$ cat config.mk
export PLATFORM = sky130hd
export DESIGN_NAME = line_fill_buffer_flat
export DESIGN_NICKNAME = d
export VERILOG_FILES = /design/src/rtl/line_fill_buffer_if.sv /design/src/rtl/line_fill_buffer.sv /design/src/flat_wrapper.sv
export SDC_FILE = /design/constraint.sdc
export NUM_CORES = 1
export LEC_CHECK = 0
export ABC_AREA = 1
export ABC_CLOCK_PERIOD_IN_PS = 1800
export CORE_MARGIN = 3
export CORE_UTILIZATION = 30
export CTS_CLUSTER_DIAMETER = 200
export CTS_CLUSTER_SIZE = 10
export DETAILED_ROUTE_END_ITERATION = 7
export MAX_ROUTING_LAYER = met4
export PLACE_DENSITY_LB_ADDON = 0.25
export REMOVE_ABC_BUFFERS = 1
export SLEW_MARGIN = 30
export SYNTH_ARGS = -nofsm -noshare
export SYNTH_HDL_FRONTEND = slang
export SYNTH_SLANG_ARGS = --single-unit
$ cat constraint.sdc
create_clock -name clk -period 1.8 [get_ports clk]
set_clock_uncertainty 0.05 [all_clocks]
set_input_delay 0.27 -clock clk [delete_from_list [all_inputs] [get_ports clk]]
set_output_delay 0.27 -clock clk [all_outputs]
set_load 0.05 [all_outputs]
$ cat src/rtl/line_fill_buffer_if.sv
// Bus bundle for the line fill buffer: miss request, memory burst port and
// the assembled-line / critical-word outputs. The slave modport is the buffer.
interface line_fill_buffer_if #(
  parameter int WORD_WIDTH = 32,
  parameter int WORD_COUNT = 4,
  parameter int ADDR_WIDTH = 32,
  parameter int SEL_WIDTH  = 4
);
  logic                             req_valid;
  logic                             req_ready;
  logic [ADDR_WIDTH-1:0]            req_addr;
  logic                             mem_req_valid;
  logic                             mem_req_ready;
  logic [ADDR_WIDTH-1:0]            mem_req_addr;
  logic                             mem_rdata_valid;
  logic [WORD_WIDTH-1:0]            mem_rdata;
  logic                             line_valid;
  logic [ADDR_WIDTH-1:0]            line_addr;
  logic [WORD_WIDTH*WORD_COUNT-1:0] line_data;
  logic [SEL_WIDTH-1:0]             line_offset;
  logic                             crit_valid;
  logic [WORD_WIDTH-1:0]            crit_data;
  logic                             busy;

  modport slave (
    input  req_valid, req_addr, mem_req_ready, mem_rdata_valid, mem_rdata,
    output req_ready, mem_req_valid, mem_req_addr, line_valid, line_addr,
           line_data, line_offset, crit_valid, crit_data, busy
  );

  modport master (
    output req_valid, req_addr, mem_req_ready, mem_rdata_valid, mem_rdata,
    input  req_ready, mem_req_valid, mem_req_addr, line_valid, line_addr,
           line_data, line_offset, crit_valid, crit_data, busy
  );
endinterface

$ cat src/rtl/line_fill_buffer.sv
// Line fill buffer: takes one cache-miss request, issues a single burst read,
// gathers WORD_COUNT beats into a line register and presents line, aligned
// address and byte offset with a one-cycle line_valid pulse.
// Optional feature macro: LFB_CRITICAL_WORD_FIRST_EN (burst starts at the
// missing word, wraps around the line, and pulses crit_valid/crit_data).

// One word slot of the line register; cleared by reset.
module lfb_word #(
  parameter int W = 32
) (
  input  logic         clk,
  input  logic         rst_n,
  input  logic         we,
  input  logic [W-1:0] d,
  output logic [W-1:0] q
);
  // Capture the beat addressed to this slot.
  always_ff @(posedge clk or negedge rst_n)
    if (!rst_n)  q <= '0;
    else if (we) q <= d;
endmodule

module line_fill_buffer #(
  parameter int WORD_WIDTH = 32,
  parameter int WORD_COUNT = 4,
  parameter int ADDR_WIDTH = 32,
  parameter int SEL_WIDTH  = 4
) (
  input  logic               clk,
  input  logic               rst_n,
  line_fill_buffer_if.slave  bus
);
  localparam int BOFF  = $clog2(WORD_WIDTH/8);
  localparam int IDX_W = $clog2(WORD_COUNT);
  localparam logic [IDX_W-1:0] LAST = IDX_W'(WORD_COUNT-1);

  typedef enum logic [1:0] {IDLE, REQ, FILL, DONE} state_t;

  typedef struct packed {
    logic [ADDR_WIDTH-1:0] addr;
    logic [SEL_WIDTH-1:0]  off;
  } line_tag_t;

  state_t                               state;
  line_tag_t                            tag;
  logic                                 rdy, mreq_v, lvalid, busy_r;
  logic [ADDR_WIDTH-1:0]                mreq_a;
  logic [IDX_W-1:0]                     idx, cnt, start_idx;
  logic [ADDR_WIDTH-1:0]                aligned, first_addr;
  logic                                 beat;
  logic [WORD_COUNT-1:0]                we;
  logic [WORD_COUNT-1:0][WORD_WIDTH-1:0] words;

`ifdef LFB_CRITICAL_WORD_FIRST_EN
  assign start_idx = bus.req_addr[SEL_WIDTH-1:BOFF];
`else
  assign start_idx = '0;
`endif

  assign aligned    = {bus.req_addr[ADDR_WIDTH-1:SEL_WIDTH], {SEL_WIDTH{1'b0}}};
  assign first_addr = aligned | (ADDR_WIDTH'(start_idx) << BOFF);
  // Beats only count while filling; anything on the read bus elsewhere is dropped.
  assign beat       = (state == FILL) && bus.mem_rdata_valid;

  // Per-word slots, written when the wrap index points at them.
  for (genvar i = 0; i < WORD_COUNT; i++) begin : g_word
    assign we[i] = beat && (idx == IDX_W'(i));
    lfb_word #(.W(WORD_WIDTH)) u_word (
      .clk (clk),
      .rst_n (rst_n),
      .we  (we[i]),
      .d   (bus.mem_rdata),
      .q   (words[i])
    );
  end

  // Request/fill sequencing with all handshake outputs registered.
  always_ff @(posedge clk or negedge rst_n)
    if (!rst_n) begin
      state  <= IDLE;
      rdy    <= 1'b1;
      mreq_v <= 1'b0;
      mreq_a <= '0;
      lvalid <= 1'b0;
      busy_r <= 1'b0;
      tag    <= '0;
      idx    <= '0;
      cnt    <= '0;
    end else begin
      case (state)
        IDLE: if (bus.req_valid) begin
          state  <= REQ;
          rdy    <= 1'b0;
          busy_r <= 1'b1;
          mreq_v <= 1'b1;
          mreq_a <= first_addr;
          tag    <= '{addr: aligned, off: bus.req_addr[SEL_WIDTH-1:0]};
          idx    <= start_idx;
          cnt    <= '0;
        end
        REQ: if (bus.mem_req_ready) begin
          mreq_v <= 1'b0;
          state  <= FILL;
        end
        FILL: if (bus.mem_rdata_valid) begin
          idx <= idx + IDX_W'(1);   // power-of-two count: natural wrap
          cnt <= cnt + IDX_W'(1);
          if (cnt == LAST) begin
            state  <= DONE;
            lvalid <= 1'b1;
          end
        end
        DONE: begin
          lvalid <= 1'b0;
          busy_r <= 1'b0;
          rdy    <= 1'b1;
          state  <= IDLE;
        end
        default: state <= IDLE;
      endcase
    end

`ifdef LFB_CRITICAL_WORD_FIRST_EN
  logic                  crit_v;
  logic [WORD_WIDTH-1:0] crit_d;

  // First beat of each fill is the missing word: forward it a cycle later.
  always_ff @(posedge clk or negedge rst_n)
    if (!rst_n) begin
      crit_v <= 1'b0;
      crit_d <= '0;
    end else begin
      crit_v <= beat && (cnt == '0);
      if (beat && (cnt == '0)) crit_d <= bus.mem_rdata;
    end

  assign bus.crit_valid = crit_v;
  assign bus.crit_data  = crit_d;
`else
  assign bus.crit_valid = 1'b0;
  assign bus.crit_data  = '0;
`endif

  assign bus.req_ready     = rdy;
  assign bus.busy          = busy_r;
  assign bus.mem_req_valid = mreq_v;
  assign bus.mem_req_addr  = mreq_a;
  assign bus.line_valid    = lvalid;
  assign bus.line_addr     = tag.addr;
  assign bus.line_offset   = tag.off;
  assign bus.line_data     = words;
endmodule

$ cat src/flat_wrapper.sv
// flat-port wrapper written by rule: the top's interface ports become plain ports
module line_fill_buffer_flat 
#(
  parameter int WORD_WIDTH = 32,
  parameter int WORD_COUNT = 4,
  parameter int ADDR_WIDTH = 32,
  parameter int SEL_WIDTH  = 4
)
  (clk, rst_n, bus_req_valid, bus_req_addr, bus_mem_req_ready, bus_mem_rdata_valid, bus_mem_rdata, bus_req_ready, bus_mem_req_valid, bus_mem_req_addr, bus_line_valid, bus_line_addr, bus_line_data, bus_line_offset, bus_crit_valid, bus_crit_data, bus_busy);
  line_fill_buffer_if #(.WORD_WIDTH(WORD_WIDTH), .WORD_COUNT(WORD_COUNT), .ADDR_WIDTH(ADDR_WIDTH), .SEL_WIDTH(SEL_WIDTH)) bus_i ();
  input  logic clk;
  input  logic rst_n;
  input wire logic [$bits(bus_i.req_valid)-1:0] bus_req_valid;
  input wire logic [$bits(bus_i.req_addr)-1:0] bus_req_addr;
  input wire logic [$bits(bus_i.mem_req_ready)-1:0] bus_mem_req_ready;
  input wire logic [$bits(bus_i.mem_rdata_valid)-1:0] bus_mem_rdata_valid;
  input wire logic [$bits(bus_i.mem_rdata)-1:0] bus_mem_rdata;
  output wire logic [$bits(bus_i.req_ready)-1:0] bus_req_ready;
  output wire logic [$bits(bus_i.mem_req_valid)-1:0] bus_mem_req_valid;
  output wire logic [$bits(bus_i.mem_req_addr)-1:0] bus_mem_req_addr;
  output wire logic [$bits(bus_i.line_valid)-1:0] bus_line_valid;
  output wire logic [$bits(bus_i.line_addr)-1:0] bus_line_addr;
  output wire logic [$bits(bus_i.line_data)-1:0] bus_line_data;
  output wire logic [$bits(bus_i.line_offset)-1:0] bus_line_offset;
  output wire logic [$bits(bus_i.crit_valid)-1:0] bus_crit_valid;
  output wire logic [$bits(bus_i.crit_data)-1:0] bus_crit_data;
  output wire logic [$bits(bus_i.busy)-1:0] bus_busy;
  assign bus_i.req_valid = bus_req_valid;
  assign bus_i.req_addr = bus_req_addr;
  assign bus_i.mem_req_ready = bus_mem_req_ready;
  assign bus_i.mem_rdata_valid = bus_mem_rdata_valid;
  assign bus_i.mem_rdata = bus_mem_rdata;
  assign bus_req_ready = bus_i.req_ready;
  assign bus_mem_req_valid = bus_i.mem_req_valid;
  assign bus_mem_req_addr = bus_i.mem_req_addr;
  assign bus_line_valid = bus_i.line_valid;
  assign bus_line_addr = bus_i.line_addr;
  assign bus_line_data = bus_i.line_data;
  assign bus_line_offset = bus_i.line_offset;
  assign bus_crit_valid = bus_i.crit_valid;
  assign bus_crit_data = bus_i.crit_data;
  assign bus_busy = bus_i.busy;
  line_fill_buffer #(.WORD_WIDTH(WORD_WIDTH), .WORD_COUNT(WORD_COUNT), .ADDR_WIDTH(ADDR_WIDTH), .SEL_WIDTH(SEL_WIDTH)) u_core (.clk(clk), .rst_n(rst_n), .bus(bus_i));
endmodule
### After elaboration in Yosys (flattened, before gate mapping)

Cells that the tools add are included.

* register bits: 170
* input bits: 69

* add/subtract/negate cells: 2
* equal/unequal tests: 11
* mux-type cells: 19
* reductions and logical operators: 17

Operators by type and width (count)
* 2-to-1 mux 2 bit: 7
* == test 2 bit (second input constant): 5
* AND reduction 3 bit: 3
* inequality test 2 bit (second input constant): 4
* case mux 1 bit (2 select lines): 4
* case mux 2 bit (2 select lines): 2
* case mux 2 bit (4 select lines): 1
* nonzero test 2 bit: 4
* logical AND 1 bit: 5
* 2-to-1 mux 1 bit: 5
* adder 2 x 1 -> 2 bit (second input constant): 2
* == test 2 x 1 -> 1 bit (second input constant): 2
* logical NOT 2 bit: 2
* AND reduction 2 bit: 2
* AND reduction 4 bit: 1

### Logic depth before layout (Yosys ltp)

* depth in word-level cells: 4
* depth in mapped cells: 8
* mapped depth without buffers: 8

### By module

A second synthesis with hierarchy kept.

* cell total of the unflattened synthesis: 850
* area, all modules: 7698.6 sq um

By module, submodules not included
* lfb_word: instances 4, cells an instance 136, area each 1292.5 sq um, sequential area each 800.8 sq um
* line_fill_buffer: instances 1, cells an instance 306, area each 2528.7 sq um, sequential area each 1052.3 sq um

### Least setup slack after synthesis

Ideal clock, no wire load.

* path type: register to register
* from: reg u_core.state[0]
* to: reg u_core.g_word[0].u_word.q[10]
* setup time: 0.122 ns
* data arrival time: 1.211 ns
* setup slack: 0.417 ns
* cell stages (with the launch flop): 8
* buffers on the path: 2
* clock period less this slack: 1.383 ns
* cells stage by stage: dfrtp_1 -> inv_1 -> ha_1 -> buf_6 -> nand3_4 -> buf_6 -> nand2_2 -> o21ai_2

* longest elaborated chain between the ends: 3

RTL lines
* start: declaration: line line_fill_buffer.sv:44 `state_t state;`
* start signal: assignment: line line_fill_buffer.sv:80 `state <= IDLE;`
* start signal: assignment: line line_fill_buffer.sv:92 `state <= REQ;`
* start signal: assignment: line line_fill_buffer.sv:103 `state <= FILL;`
* == test 2 bit: line line_fill_buffer.sv:63 `assign beat = (state == FILL) && bus.mem_rdata_valid;`
* logical AND 1 bit: line line_fill_buffer.sv:63
* logical AND 1 bit: line line_fill_buffer.sv:67 `assign we[i] = beat && (idx == IDX_W'(i));`
* end signal: assignment: line line_fill_buffer.sv:19 `if (!rst_n) q <= '0;`
* end signal: assignment: line line_fill_buffer.sv:20 `else if (we) q <= d;`
* end: declaration: line line_fill_buffer.sv:15 `output logic [W-1:0] q`

No other way between the ends.
A chain may end at the register's enable or synchronous reset.

### Final worst setup path

* from: reg u_core.state[0]
* to: reg u_core.g_word[1].u_word.q[17]

* longest elaborated chain between the ends: 3

RTL lines (line)
* == test 2 bit: line_fill_buffer.sv:63
* logical AND 1 bit: line_fill_buffer.sv:63
* logical AND 1 bit: line_fill_buffer.sv:67
* end signal: assignment: line_fill_buffer.sv:19
* end signal: assignment: line_fill_buffer.sv:20
* end: declaration: line_fill_buffer.sv:15

No other way between the ends.

==> reports/results.txt <==
top-count cell post-synth = dfrtp_1
Power Dens Cells = 2300 nW/um^2
Die Wd = 168 microns
Starting DRT DRC Count = 301
H-tree depth = 4
Most Frequent Cell on Critical Path = buf_4
Slowest-stage cell, CP = dfrtp_1
Top FF cell, synth = dfrtp_1
max cap viols = 0
GRT overflow = 0
Reg area = 4260 sq um
Worst Path Arrival = 1870 ps
Layout area overhead = 34.4%
cell row count = 58
clock sink count = 170
routed vias = 5412
gpl congestion = 0.741
Placeable Area = 25500 sq um
TritonCTS Buffers = 17
Mean Syn Cell Area = 10.9 sq um
reg2reg start = u_core.state[0]
design area = 10600 sq um
period utilization = 0.899
DRC = 0
leading area contributor after synthesis = dfrtp_1
Min Clock Period, post-route = 1620 ps
#FFs+latches synth = 170
Root Buffer = clkbuf_16
initial antenna violation count = 0
Reg2Reg Capture Point = u_core.g_word[1].u_word.q[17]
FMAX = 618 MHz
Setup Buffers After CTS = 0
Layout Nets = 1039
Port Buffers = 260
antenna cells = 0
status = complete, no violations
Synth top cells by count = dfrtp_1, nand2_1, o21ai_2, nand2_2, buf_4
pin count of the biggest net entering global routing = 82
Max VDD drop = 1270 uV
worst skew pair latency = 420 ps
combined area of the multi-input logic cells = 2780 sq um
final wirelength = 19.5 mm
Initial Utilization = 0.309
post-route ant nets = 0
CP Capture Type = flip-flop
share of the synthesized area in the top cell type = 0.536
placed insts = 1270
ranking of synthesized cells by area = dfrtp_1, o21ai_2, nand2_2, buf_4, nand2_1
Fin. Hold Viols = 0
final number of setup-violating endpoints = 0
ratio of cells with drive above 1 in the final layout = 0.510
Synth Instances = 724
Critical Path Fanout Max = 18
CP Launch Type = flip-flop
clk buf depth = 2
CTS tree = done
crit-path cells = inv_1, ha_2, buf_4, nand3_4, buf_4, nand2_1, o21ai_2
Tot GR Track Use = 0.142
number of I/O pins = 302
Critical Path Start = u_core.state[0]
synthesis warning total = 0
number of synthesized flops with an enable pin = 0
setup slack, reg-to-reg = 180 ps
Post-synth ARST share = 1.00
sequential fraction of the synthesis area = 0.539
r2r worst-path depth = 7
Setup crit end = u_core.g_word[1].u_word.q[17]
die extent in y = 168 microns
post-DR wirelength/cell = 15.0 microns
Netlist cell types = 18
pins over their slew limit = 0
vias in the first global route = 5459
Fill cells = 2508
CP max stage delay = 410 ps
Die ar. = 28300 sq um
DP HPWL = 13.9 mm
worst hold slack = 185 ps
vias per cell = 4.15
RSZ-0062 raised after global routing = no
fin cells = 1303
kind of critical path = flip-flop to flip-flop
First-pass DRT Iterations = 4
total placed instance area = 10000 sq um
total power = 24400 uW
worst hold path class = primary input to async pin
Critical Path RT = 2050 ps
first-pass GRT wire length = 30.9 mm
CTS clk-pin slew, worst paths = 80 ps
utilization after layout = 0.415
synthesized area = 7900 sq um
LEAKAGE = 0.00535 uW
-- timing repair --
item,CTS,global route
resized for setup,0,1
endpoints found under the hold margin,169,0
hold buffers,1,0
endpoints found under the setup margin,0,3
-- power breakdown --
group / leakage [uW] / internal (uW) / switching [uW]
logic: 0.00287 / 4100 / 9760
clock network: 0.000285 / 2130 / 1650
registers: 0.00220 / 5480 / 1260
-- per-layer routing --
metal  routed length (microns)  track usage  vias up
li1                          -            -     2661
met1                      9060        0.191     2516
met2                      8600        0.210      224
met3                      1630       0.0409       11
met4                       223       0.0402        0
met5                         0            -        -
-- per-stage QoR --
| stage | TNS [ps] | setup WS (ps) |
|---|---|---|
| after floorplan | -37290 | -327 |
| after CTS | 0 | 124 |
| after detailed placement | 0 | 142 |
| after global placement | 0 | 150 |
| after global routing | 0 | 40.5 |
| final | 0 | 181 |
-- kinds of logic after synthesis --
family	share of synthesized area
DFF	0.539
other	0.000475
buffers and inverters	0.128
adders and majority gates	0.0158
and+or+nand+nor	0.170
AOI/OAI and AO/OA	0.146
-- how the worst min path moves through the flow --
stage | start | end | slack [ps] | cells past startpoint
after floorplan | rst_n | u_core.bus.busy | -80 | 0
after global placement | rst_n | u_core.g_word[1].u_word.q[28] | 50 | 1
after detailed placement | rst_n | u_core.g_word[1].u_word.q[28] | 50 | 1
after CTS | rst_n | u_core.g_word[2].u_word.q[28] | 160 | 2
after global routing | rst_n | u_core.g_word[1].u_word.q[28] | 170 | 2
final | rst_n | u_core.g_word[1].u_word.q[28] | 190 | 2
-- placed cells by master (no fill, tap or decap), drive strengths merged --
cell type      synthesis  final
nand3                  8      8
clkinv                 0      2
clkbuf                 0     19
a21oi                  1      1
bufinv                 0      2
or2                    2      2
dfstp                  1      1
conb                   1     41
buf                  101    210
dlygate4sd3            0      1
ha                    10     10
inv                   44     50
clkinvlp               0      3
nand2                249    249
nor2                   4      4
clkdlybuf4s50          0     67
o21ai                134    134
dfrtp                169    169
-- registers in the layout, indices dropped and copies added, names as in the netlist --
signal,flops
u_core.cnt,2
u_core.bus.req_ready,1
u_core.g_word.u_word.q,128
u_core.bus.busy,1
u_core.bus.mem_req_valid,1
u_core.bus.line_addr,28
u_core.state,2
u_core.bus.line_offset,4
u_core.idx,2
u_core.bus.line_valid,1
-- worst max-delay path: cells and delay by family, from the launching register on --
family                   cells  cell delay [ps]
buffers and inverters        3              530
flip-flops                   1              410
adder cells (fa/ha/maj)      1              240
AND/OR/NAND/NOR              2              200
AO/OA/AOI/OAI                1               50
-- layout make-up --
| class | count | share of cell area |
|---|---|---|
| timing repair buffer | 278 | 0.226 |
| clock buffer | 19 | 0.0417 |
| inverter | 44 | 0.0156 |
| clock inverter | 13 | 0.0149 |
| tap | 330 | 0.0389 |
| sequential | 170 | 0.401 |
| multi-input combinational | 449 | 0.262 |
No activity file was read; power rests on OpenSTA's default activity.
